<file path="src/rtl/keytr_multi_pkg.sv">
// Shared types for the multi-channel key conditioner: channel state encoding,
// per-channel output payload and the counter sizing helper.
package keytr_pkg;

    typedef enum logic [2:0] {
        IDLE,
        DEB_PRESS,
        HELD,
        LONG_HELD,
        DEB_RELEASE
    } keystate_t;

    typedef struct packed {
        logic pressed;
        logic press_p;
        logic release_p;
        logic long_p;
        logic repeat_p;
        logic toggled;
    } key_out_t;

    // Wide enough for the largest count any channel counter can hold.
    function automatic int unsigned cnt_width(input int unsigned deb,
                                              input int unsigned lng,
                                              input int unsigned rep);
        int unsigned m;
        m = deb;
        if (lng > m) m = lng;
        if (rep > m) m = rep;
        return $clog2(m + 1);
    endfunction

endpackage

</file>
<file path="src/rtl/keytr_multi_if.sv">
// Key-side bus of the conditioner: raw keys and toggle clears in, conditioned
// levels and event pulses out.
interface keytr_multi_if #(
    parameter int unsigned N_KEYS = 4
) ();
    logic [N_KEYS-1:0] key_n;
    logic [N_KEYS-1:0] tog_clr;
    logic [N_KEYS-1:0] pressed;
    logic [N_KEYS-1:0] press_p;
    logic [N_KEYS-1:0] release_p;
    logic [N_KEYS-1:0] long_p;
    logic [N_KEYS-1:0] repeat_p;
    logic [N_KEYS-1:0] toggled;

    modport master (
        output key_n, tog_clr,
        input  pressed, press_p, release_p, long_p, repeat_p, toggled
    );

    modport slave (
        input  key_n, tog_clr,
        output pressed, press_p, release_p, long_p, repeat_p, toggled
    );
endinterface

</file>
<file path="src/rtl/keytr_multi_key_channel.sv">
// One key channel: synchroniser, edge debouncer, long-press / auto-repeat
// timing and toggle latch. All outputs are registered.
module key_channel
    import keytr_pkg::*;
#(
    parameter int unsigned SYNC_STAGES     = 2,
    parameter int unsigned DEBOUNCE_CYCLES = 4096,
    parameter int unsigned LONG_CYCLES     = 1000000,
    parameter int unsigned REPEAT_CYCLES   = 250000,
    parameter bit          REPEAT_EN       = 1'b1
) (
    input  logic     clock,
    input  logic     reset,
    input  logic     key_n,
    input  logic     tog_clr,
    output key_out_t status
);

    localparam int unsigned CW = cnt_width(DEBOUNCE_CYCLES, LONG_CYCLES, REPEAT_CYCLES);
    localparam logic [CW-1:0] ONE       = CW'(1);
    localparam logic [CW-1:0] DEB_LAST  = CW'(DEBOUNCE_CYCLES - 1);
    localparam logic [CW-1:0] LONG_LAST = CW'(LONG_CYCLES - 1);
    localparam logic [CW-1:0] REP_LAST  = CW'(REPEAT_CYCLES - 1);
    localparam bit            DEB_ONE   = (DEBOUNCE_CYCLES == 1);

    if (SYNC_STAGES < 2) begin : g_chk_sync
        $error("key_channel: SYNC_STAGES must be >= 2");
    end
    if (DEBOUNCE_CYCLES < 1) begin : g_chk_deb
        $error("key_channel: DEBOUNCE_CYCLES must be >= 1");
    end
    if (LONG_CYCLES <= DEBOUNCE_CYCLES) begin : g_chk_long
        $error("key_channel: LONG_CYCLES must exceed DEBOUNCE_CYCLES");
    end
    if (REPEAT_CYCLES < 1) begin : g_chk_rep
        $error("key_channel: REPEAT_CYCLES must be >= 1");
    end

    logic [SYNC_STAGES-1:0] sync_q;
    logic                   s;

    keystate_t     state_q, state_d, ret_q, ret_d, eff_state;
    logic [CW-1:0] deb_q, deb_d;
    logic [CW-1:0] hold_q, hold_d;
    logic [CW-1:0] rep_q, rep_d;
    key_out_t      out_q, out_d;

    // Synchroniser resets to the released level.
    always_ff @(posedge clock) begin
        if (reset) sync_q <= '1;
        else       sync_q <= {sync_q[SYNC_STAGES-2:0], key_n};
    end

    assign s = sync_q[SYNC_STAGES-1];

    always_ff @(posedge clock) begin
        if (reset) begin
            state_q <= IDLE;
            ret_q   <= HELD;
            deb_q   <= '0;
            hold_q  <= '0;
            rep_q   <= '0;
            out_q   <= '0;
        end else begin
            state_q <= state_d;
            ret_q   <= ret_d;
            deb_q   <= deb_d;
            hold_q  <= hold_d;
            rep_q   <= rep_d;
            out_q   <= out_d;
        end
    end

    always_comb begin
        state_d         = state_q;
        ret_d           = ret_q;
        deb_d           = deb_q;
        hold_d          = hold_q;
        rep_d           = rep_q;
        out_d           = out_q;
        out_d.press_p   = 1'b0;
        out_d.release_p = 1'b0;
        out_d.long_p    = 1'b0;
        out_d.repeat_p  = 1'b0;

        // A press seen during release debounce resumes the held state in
        // the same cycle, so its counters advance without losing a cycle.
        eff_state = state_q;
        if (state_q == DEB_RELEASE && !s) eff_state = ret_q;

        case (eff_state)
            IDLE: begin
                if (!s) begin
                    if (DEB_ONE) begin
                        state_d       = HELD;
                        out_d.press_p = 1'b1;
                        out_d.pressed = 1'b1;
                        hold_d        = '0;
                    end else begin
                        state_d = DEB_PRESS;
                        deb_d   = ONE;
                    end
                end
            end
            DEB_PRESS: begin
                if (s) begin
                    state_d = IDLE;
                end else if (deb_q == DEB_LAST) begin
                    state_d       = HELD;
                    out_d.press_p = 1'b1;
                    out_d.pressed = 1'b1;
                    hold_d        = '0;
                end else begin
                    deb_d = deb_q + ONE;
                end
            end
            HELD, LONG_HELD: begin
                if (s) begin
                    ret_d = eff_state;
                    if (DEB_ONE) begin
                        state_d         = IDLE;
                        out_d.release_p = 1'b1;
                        out_d.pressed   = 1'b0;
                    end else begin
                        state_d = DEB_RELEASE;
                        deb_d   = ONE;
                    end
                end else if (eff_state == HELD) begin
                    state_d = HELD;
                    if (hold_q == LONG_LAST) begin
                        state_d      = LONG_HELD;
                        out_d.long_p = 1'b1;
                        rep_d        = '0;
                    end else begin
                        hold_d = hold_q + ONE;
                    end
                end else begin
                    state_d = LONG_HELD;
                    if (rep_q == REP_LAST) begin
                        rep_d          = '0;
                        out_d.repeat_p = REPEAT_EN;
                    end else begin
                        rep_d = rep_q + ONE;
                    end
                end
            end
            DEB_RELEASE: begin
                if (deb_q == DEB_LAST) begin
                    state_d         = IDLE;
                    out_d.release_p = 1'b1;
                    out_d.pressed   = 1'b0;
                end else begin
                    deb_d = deb_q + ONE;
                end
            end
            default: state_d = IDLE;
        endcase

        // Clear beats a simultaneous press.
        if (tog_clr) out_d.toggled = 1'b0;
        else         out_d.toggled = out_q.toggled ^ out_d.press_p;
    end

    assign status = out_q;

endmodule

</file>
<file path="src/rtl/keytr_multi.sv">
// Multi-channel push-button conditioner: N_KEYS independent key channels
// feeding the conditioned key bus.
module keytr_multi
    import keytr_pkg::*;
#(
    parameter int unsigned N_KEYS          = 4,
    parameter int unsigned SYNC_STAGES     = 2,
    parameter int unsigned DEBOUNCE_CYCLES = 4096,
    parameter int unsigned LONG_CYCLES     = 1000000,
    parameter int unsigned REPEAT_CYCLES   = 250000,
    parameter bit          REPEAT_EN       = 1'b1
) (
    input logic          clock,
    input logic          reset,
    keytr_multi_if.slave keys
);

    if (N_KEYS < 1) begin : g_chk_n
        $error("keytr_multi: N_KEYS must be >= 1");
    end

    key_out_t          ch_out [N_KEYS];
    logic [N_KEYS-1:0] pressed_v, press_v, release_v, long_v, repeat_v, toggled_v;

    for (genvar i = 0; i < N_KEYS; i++) begin : g_ch
        key_channel #(
            .SYNC_STAGES    (SYNC_STAGES),
            .DEBOUNCE_CYCLES(DEBOUNCE_CYCLES),
            .LONG_CYCLES    (LONG_CYCLES),
            .REPEAT_CYCLES  (REPEAT_CYCLES),
            .REPEAT_EN      (REPEAT_EN)
        ) u_ch (
            .clock  (clock),
            .reset  (reset),
            .key_n  (keys.key_n[i]),
            .tog_clr(keys.tog_clr[i]),
            .status (ch_out[i])
        );
    end

    // Transpose per-channel payloads into per-signal bus vectors.
    always_comb begin
        pressed_v = '0;
        press_v   = '0;
        release_v = '0;
        long_v    = '0;
        repeat_v  = '0;
        toggled_v = '0;
        for (int i = 0; i < N_KEYS; i++) begin
            pressed_v[i] = ch_out[i].pressed;
            press_v[i]   = ch_out[i].press_p;
            release_v[i] = ch_out[i].release_p;
            long_v[i]    = ch_out[i].long_p;
            repeat_v[i]  = ch_out[i].repeat_p;
            toggled_v[i] = ch_out[i].toggled;
        end
    end

    assign keys.pressed   = pressed_v;
    assign keys.press_p   = press_v;
    assign keys.release_p = release_v;
    assign keys.long_p    = long_v;
    assign keys.repeat_p  = repeat_v;
    assign keys.toggled   = toggled_v;

endmodule

</file>
<file path="src/flat_wrapper.sv">
// flat-port wrapper written by rule: the top's interface ports become plain ports
module keytr_multi_flat import keytr_pkg::*;
#(
    parameter int unsigned N_KEYS          = 4,
    parameter int unsigned SYNC_STAGES     = 2,
    parameter int unsigned DEBOUNCE_CYCLES = 4096,
    parameter int unsigned LONG_CYCLES     = 1000000,
    parameter int unsigned REPEAT_CYCLES   = 250000,
    parameter bit          REPEAT_EN       = 1'b1
)
  (clock, reset, keys_key_n, keys_tog_clr, keys_pressed, keys_press_p, keys_release_p, keys_long_p, keys_repeat_p, keys_toggled);
  keytr_multi_if #(.N_KEYS(N_KEYS)) keys_i ();
  input logic clock;
  input logic reset;
  input wire logic [$bits(keys_i.key_n)-1:0] keys_key_n;
  input wire logic [$bits(keys_i.tog_clr)-1:0] keys_tog_clr;
  output wire logic [$bits(keys_i.pressed)-1:0] keys_pressed;
  output wire logic [$bits(keys_i.press_p)-1:0] keys_press_p;
  output wire logic [$bits(keys_i.release_p)-1:0] keys_release_p;
  output wire logic [$bits(keys_i.long_p)-1:0] keys_long_p;
  output wire logic [$bits(keys_i.repeat_p)-1:0] keys_repeat_p;
  output wire logic [$bits(keys_i.toggled)-1:0] keys_toggled;
  assign keys_i.key_n = keys_key_n;
  assign keys_i.tog_clr = keys_tog_clr;
  assign keys_pressed = keys_i.pressed;
  assign keys_press_p = keys_i.press_p;
  assign keys_release_p = keys_i.release_p;
  assign keys_long_p = keys_i.long_p;
  assign keys_repeat_p = keys_i.repeat_p;
  assign keys_toggled = keys_i.toggled;
  keytr_multi #(.N_KEYS(N_KEYS), .SYNC_STAGES(SYNC_STAGES), .DEBOUNCE_CYCLES(DEBOUNCE_CYCLES), .LONG_CYCLES(LONG_CYCLES), .REPEAT_CYCLES(REPEAT_CYCLES), .REPEAT_EN(REPEAT_EN)) u_core (.clock(clock), .reset(reset), .keys(keys_i));
endmodule
</file>
<file path="config.mk">
export PLATFORM = sky130hd
export DESIGN_NAME = keytr_multi_flat
export DESIGN_NICKNAME = d
export VERILOG_FILES = /design/src/rtl/keytr_multi_pkg.sv /design/src/rtl/keytr_multi_if.sv /design/src/rtl/keytr_multi_key_channel.sv /design/src/rtl/keytr_multi.sv /design/src/flat_wrapper.sv
export SDC_FILE = /design/constraint.sdc
export NUM_CORES = 1
export LEC_CHECK = 0
export ABC_AREA = 1
export CORE_MARGIN = 2
export CORE_UTILIZATION = 30
export DETAILED_ROUTE_END_ITERATION = 10
export GPL_TIMING_DRIVEN = 0
export HOLD_SLACK_MARGIN = 0.02
export PLACE_DENSITY_LB_ADDON = 0.12
export RECOVER_POWER = 25
export SLEW_MARGIN = 5
export SYNTH_ARGS = -nofsm -noshare
export SYNTH_HDL_FRONTEND = slang
export SYNTH_SLANG_ARGS = --single-unit
</file>
<file path="constraint.sdc">
create_clock -name clock -period 3.3 [get_ports clock]
set_input_delay 0.66 -clock clock [delete_from_list [all_inputs] [get_ports clock]]
set_output_delay 0.66 -clock clock [all_outputs]
set_load 0.02 [all_outputs]
</file>
==> run_results.csv <==
group,metric,value,unit
timing,maxSlewViolCount,0,
layout,stdcell_area,21290,um2
timing,fmaxAchievable,0.3685,GHz
power,power_density,427.1,nW/um2
clocking,post_cts_resized,0,
synth,async_flop_share,0,%
synth,yosysTopAreaCell,"dfxtp_1",
global_route,overflow,0,
synth,synth.area.mux_share,0,%
synth,synthesis.area,18650,um2
synth,synth_simple_gate_area_share,45.87,%
min_path,hp-start,"u_core.g_ch[2].u_ch.sync_q[0]",
setup_path,ff2ff_path_depth,10,
synth,synthAdderAreaFrac,0.8049,%
timing,worst_pin_slew,1271,ps
global_route,antenna_found_initial,0,
synth,yosys_register_bits,296,
layout,layout.cells.non_filler,3965,
clocking,numClockSinks,296,
clocking,cts_root_buffer,"clkbuf_16",
placed_design,place_hpwl,42140,um
timing,finalSetupViolations,0,
synth,seq_area_frac_synth,31.77,%
detailed_routing,dr.pass1.iters,6,
detailed_routing,num_vias,18980,
timing,setup_tns,0,ps
clocking,cts_made_buffers,41,
floorplan,rows,91,
power,p_leak,7.374,nW
detailed_routing,met2_length,25650,um
setup_path,crit_type,"flop to flop",
layout,fin_util,34.56,%
setup_path,critPathRequiredTime,3750,ps
clocking,postCtsSetupRepairBufs,0,
setup_path,cp.arrival,3160,ps
floorplan,design.core.area,61600,um2
synth,ys_types,46,
layout,areaGrowthSynthToFinish,14.14,%
min_path,min_to,"u_core.g_ch[2].u_ch.sync_q[1]",
timing,fin_hold_ws,405.7,ps
setup_path,cp.buffers_inverters,1,
global_route,track_usage,17.78,%
synth,synth_top_family_by_area,"simple AND/OR/NAND/NOR gates",
clocking,cts.clk_slew.worst_paths,60,ps
synth,ys_warn_count,0,
detailed_routing,wl_met3,2341,um
floorplan,die_area,64190,um2
run_status,status,"complete, no violations",
floorplan,ioPinCount,34,
global_route,grt_max_degree,13,
floorplan,dieWidth,253.4,um
setup_path,cpMaxStageDelayCell,"dfxtp_1",
detailed_routing,drt-met1-wl,26990,um
placed_design,placed_cell_area,20020,um2
detailed_routing,drt-total-wl,56620,um
timing,fin_skew,18.34,ps
setup_path,reg2reg_to,"u_core.g_ch[3].u_ch.rep_q[3]",
synth,yosys.area_share.xor_xnor,4.461,%
detailed_routing,wl_per_cell,14.28,um
synth,synth_top_area_share,31.77,%
clocking,hold_buffers,0,
timing,rsz0062_at_grt,"no",
clocking,tritoncts,"done",
setup_path,max_stage_delay,560,ps
detailed_routing,drc,0,
clocking,cts-htree-levels,2,
flow_run,cap_violations,0,
global_route,grt_pass1_wl,93070,um
setup_path,reg2reg_from,"u_core.g_ch[3].u_ch.hold_q[0]",
synth,netlist_instances,3024,
placed_design,io_buffers,32,
layout,fillers,6825,
layout,drive_above_1_share,7.992,%
synth,yosys-top-cells-count,"823 x nand2_1, 568 x nor2_1, 296 x dfxtp_1",
min_path,worstHoldPathCells,1,
timing,slew_headroom,15.28,%
setup_path,critPathLaunchType,"flop",
synth,synth_area_leaders,"dfxtp_1 32%, nand2_1 17%, nor2_1 11%, nand3_1 7.0%, inv_1 5.7%",
clocking,clockBufferDepth,3,
detailed_routing,dr.max_layer_used,"met4",
timing,hold_viol,0,
timing,fin_crit_sh,82.22,%
detailed_routing,routed_via_density,4.786,
synth,synth_edf_count,0,
detailed_routing,final_antenna_net_count,0,
layout,fin_nets,3121,
clocking,clock_latency,570,ps
synth,synth_compound_area_share,8.358,%
layout,diodes,0,
placed_design,dp.cells,3893,
floorplan,start_util,30.28,%
min_path,hp-class,"flop to flop",
setup_path,ff2ff_setup_slack,590,ps
setup_path,path_max_fanout,8,
detailed_routing,drt_iter0_markers,1026,
setup_path,critPathCaptureType,"flop",
global_route,grt_pass1_vias,17910,
synth,synth_fp_nets,3046,
power,ir_drop,364.9,uV
floorplan,die_h,253.4,um
synth,synthMostInstantiatedCell,"nand2_1",
synth,ys.flop_type,"dfxtp_1",
timing,period_needed,2713,ps
placed_design,gp_congestion,0.9027,
synth,avgSynthCellArea,6.168,um2
setup_path,crit_family,"simple AND/OR/NAND/NOR gates",
setup_path,crit_path_cell_trace,"ha_1, nand3_1, nor3_2, nand3_1, a21oi_2, nand2_1, nand2_2, inv_1, nand2_1, nor2_1",
per-stage QoR:
stage / total power, mW / worst slack (ps)
6_report: 9.093 / 586.7
5_1_grt: 9.523 / 341.4
4_1_cts: 9.275 / 627.2
3_5_place_dp: 4.679 / 76.21
3_3_place_gp: 4.669 / 80.38
2_1_floorplan: 4.402 / 1412
state kept, by name, summed over array words and instances (netlist names):
name and flops:
u_core.g_ch.u_ch.state_q 12, u_core.g_ch.u_ch.status 24, u_core.g_ch.u_ch.hold_q 80, u_core.g_ch.u_ch.ret_q 12
u_core.g_ch.u_ch.rep_q 80, u_core.g_ch.u_ch.sync_q 8, u_core.g_ch.u_ch.deb_q 80
area by class of cell:
| type | instances | area [um2] | share of cell area (%) |
|---|---|---|---|
| Multi-Input combinational cell | 2339 | 11030 | 51.79 |
| Sequential cell | 296 | 5926 | 27.83 |
| Clock buffer | 58 | 1192 | 5.601 |
| Inverter | 301 | 1137 | 5.342 |
| Tap cell | 837 | 1047 | 4.919 |
| Buffer | 88 | 480.5 | 2.257 |
| Timing Repair Buffer | 32 | 320.3 | 1.504 |
| Clock inverter | 14 | 160.2 | 0.7522 |
cell usage in the layout, fill, tap and decap left out, types with 7 or more instances in the layout:
cell / n
clkinv_2: 7
dlygate4sd3_1: 18
nand4_1: 89
nand3_1: 262
nor4_1: 13
clkdlybuf4s50_1: 14
ha_1: 12
xor2_1: 71
dfxtp_1: 296
nor3b_1: 7
nor2_4: 10
nand2_2: 39
o21bai_1: 10
nor2_1: 577
o21ai_1: 7
clkbuf_1: 49
nand2_1: 828
buf_4: 9
xnor2_1: 24
or2_2: 12
a21oi_2: 20
inv_1: 283
buf_2: 27
a21oi_1: 166
o21ai_0: 63
inv_2: 14
nor2_2: 9
nor3_1: 74
nand2_4: 12
buf_6: 11
clkbuf_16: 43
how the worst max path moves through the flow:
stage / from / to / slack (ps) / depth (start not counted)
floorplan: u_core.g_ch[3].u_ch.hold_q[0] / u_core.g_ch[3].u_ch.rep_q[4] / 1410 / 10
global placement: reset / u_core.g_ch[3].u_ch.rep_q[7] / 80 / 6
detailed placement: reset / u_core.g_ch[1].u_ch.hold_q[13] / 80 / 6
CTS: u_core.g_ch[3].u_ch.hold_q[0] / u_core.g_ch[3].u_ch.rep_q[3] / 630 / 10
global route: u_core.g_ch[2].u_ch.deb_q[0] / u_core.g_ch[2].u_ch.hold_q[14] / 340 / 11
finish: u_core.g_ch[3].u_ch.hold_q[0] / u_core.g_ch[3].u_ch.rep_q[3] / 590 / 10
kinds of logic after synthesis:
logic type | after synthesis
buffers and inverters | 389
AO/OA/AOI/OAI | 279
XOR/XNOR | 95
flip-flops | 296
adder cells (fa/ha/maj) | 12
AND/OR/NAND/NOR | 1953
layer usage:
metal	GRT usage, %	up-vias
met1	23.61	8722
met2	29.51	354
met3	2.385	90
li1	-	9812
met5	0	-
met4	6.019	0
power breakdown:
part,switching (mW),total [mW],internal [mW]
registers,0.0840,3.73,3.64
clock network,1.75,4.50,2.74
logic,0.616,0.869,0.252
total,2.45,9.09,6.64
No activity file was read; power rests on OpenSTA's default activity.
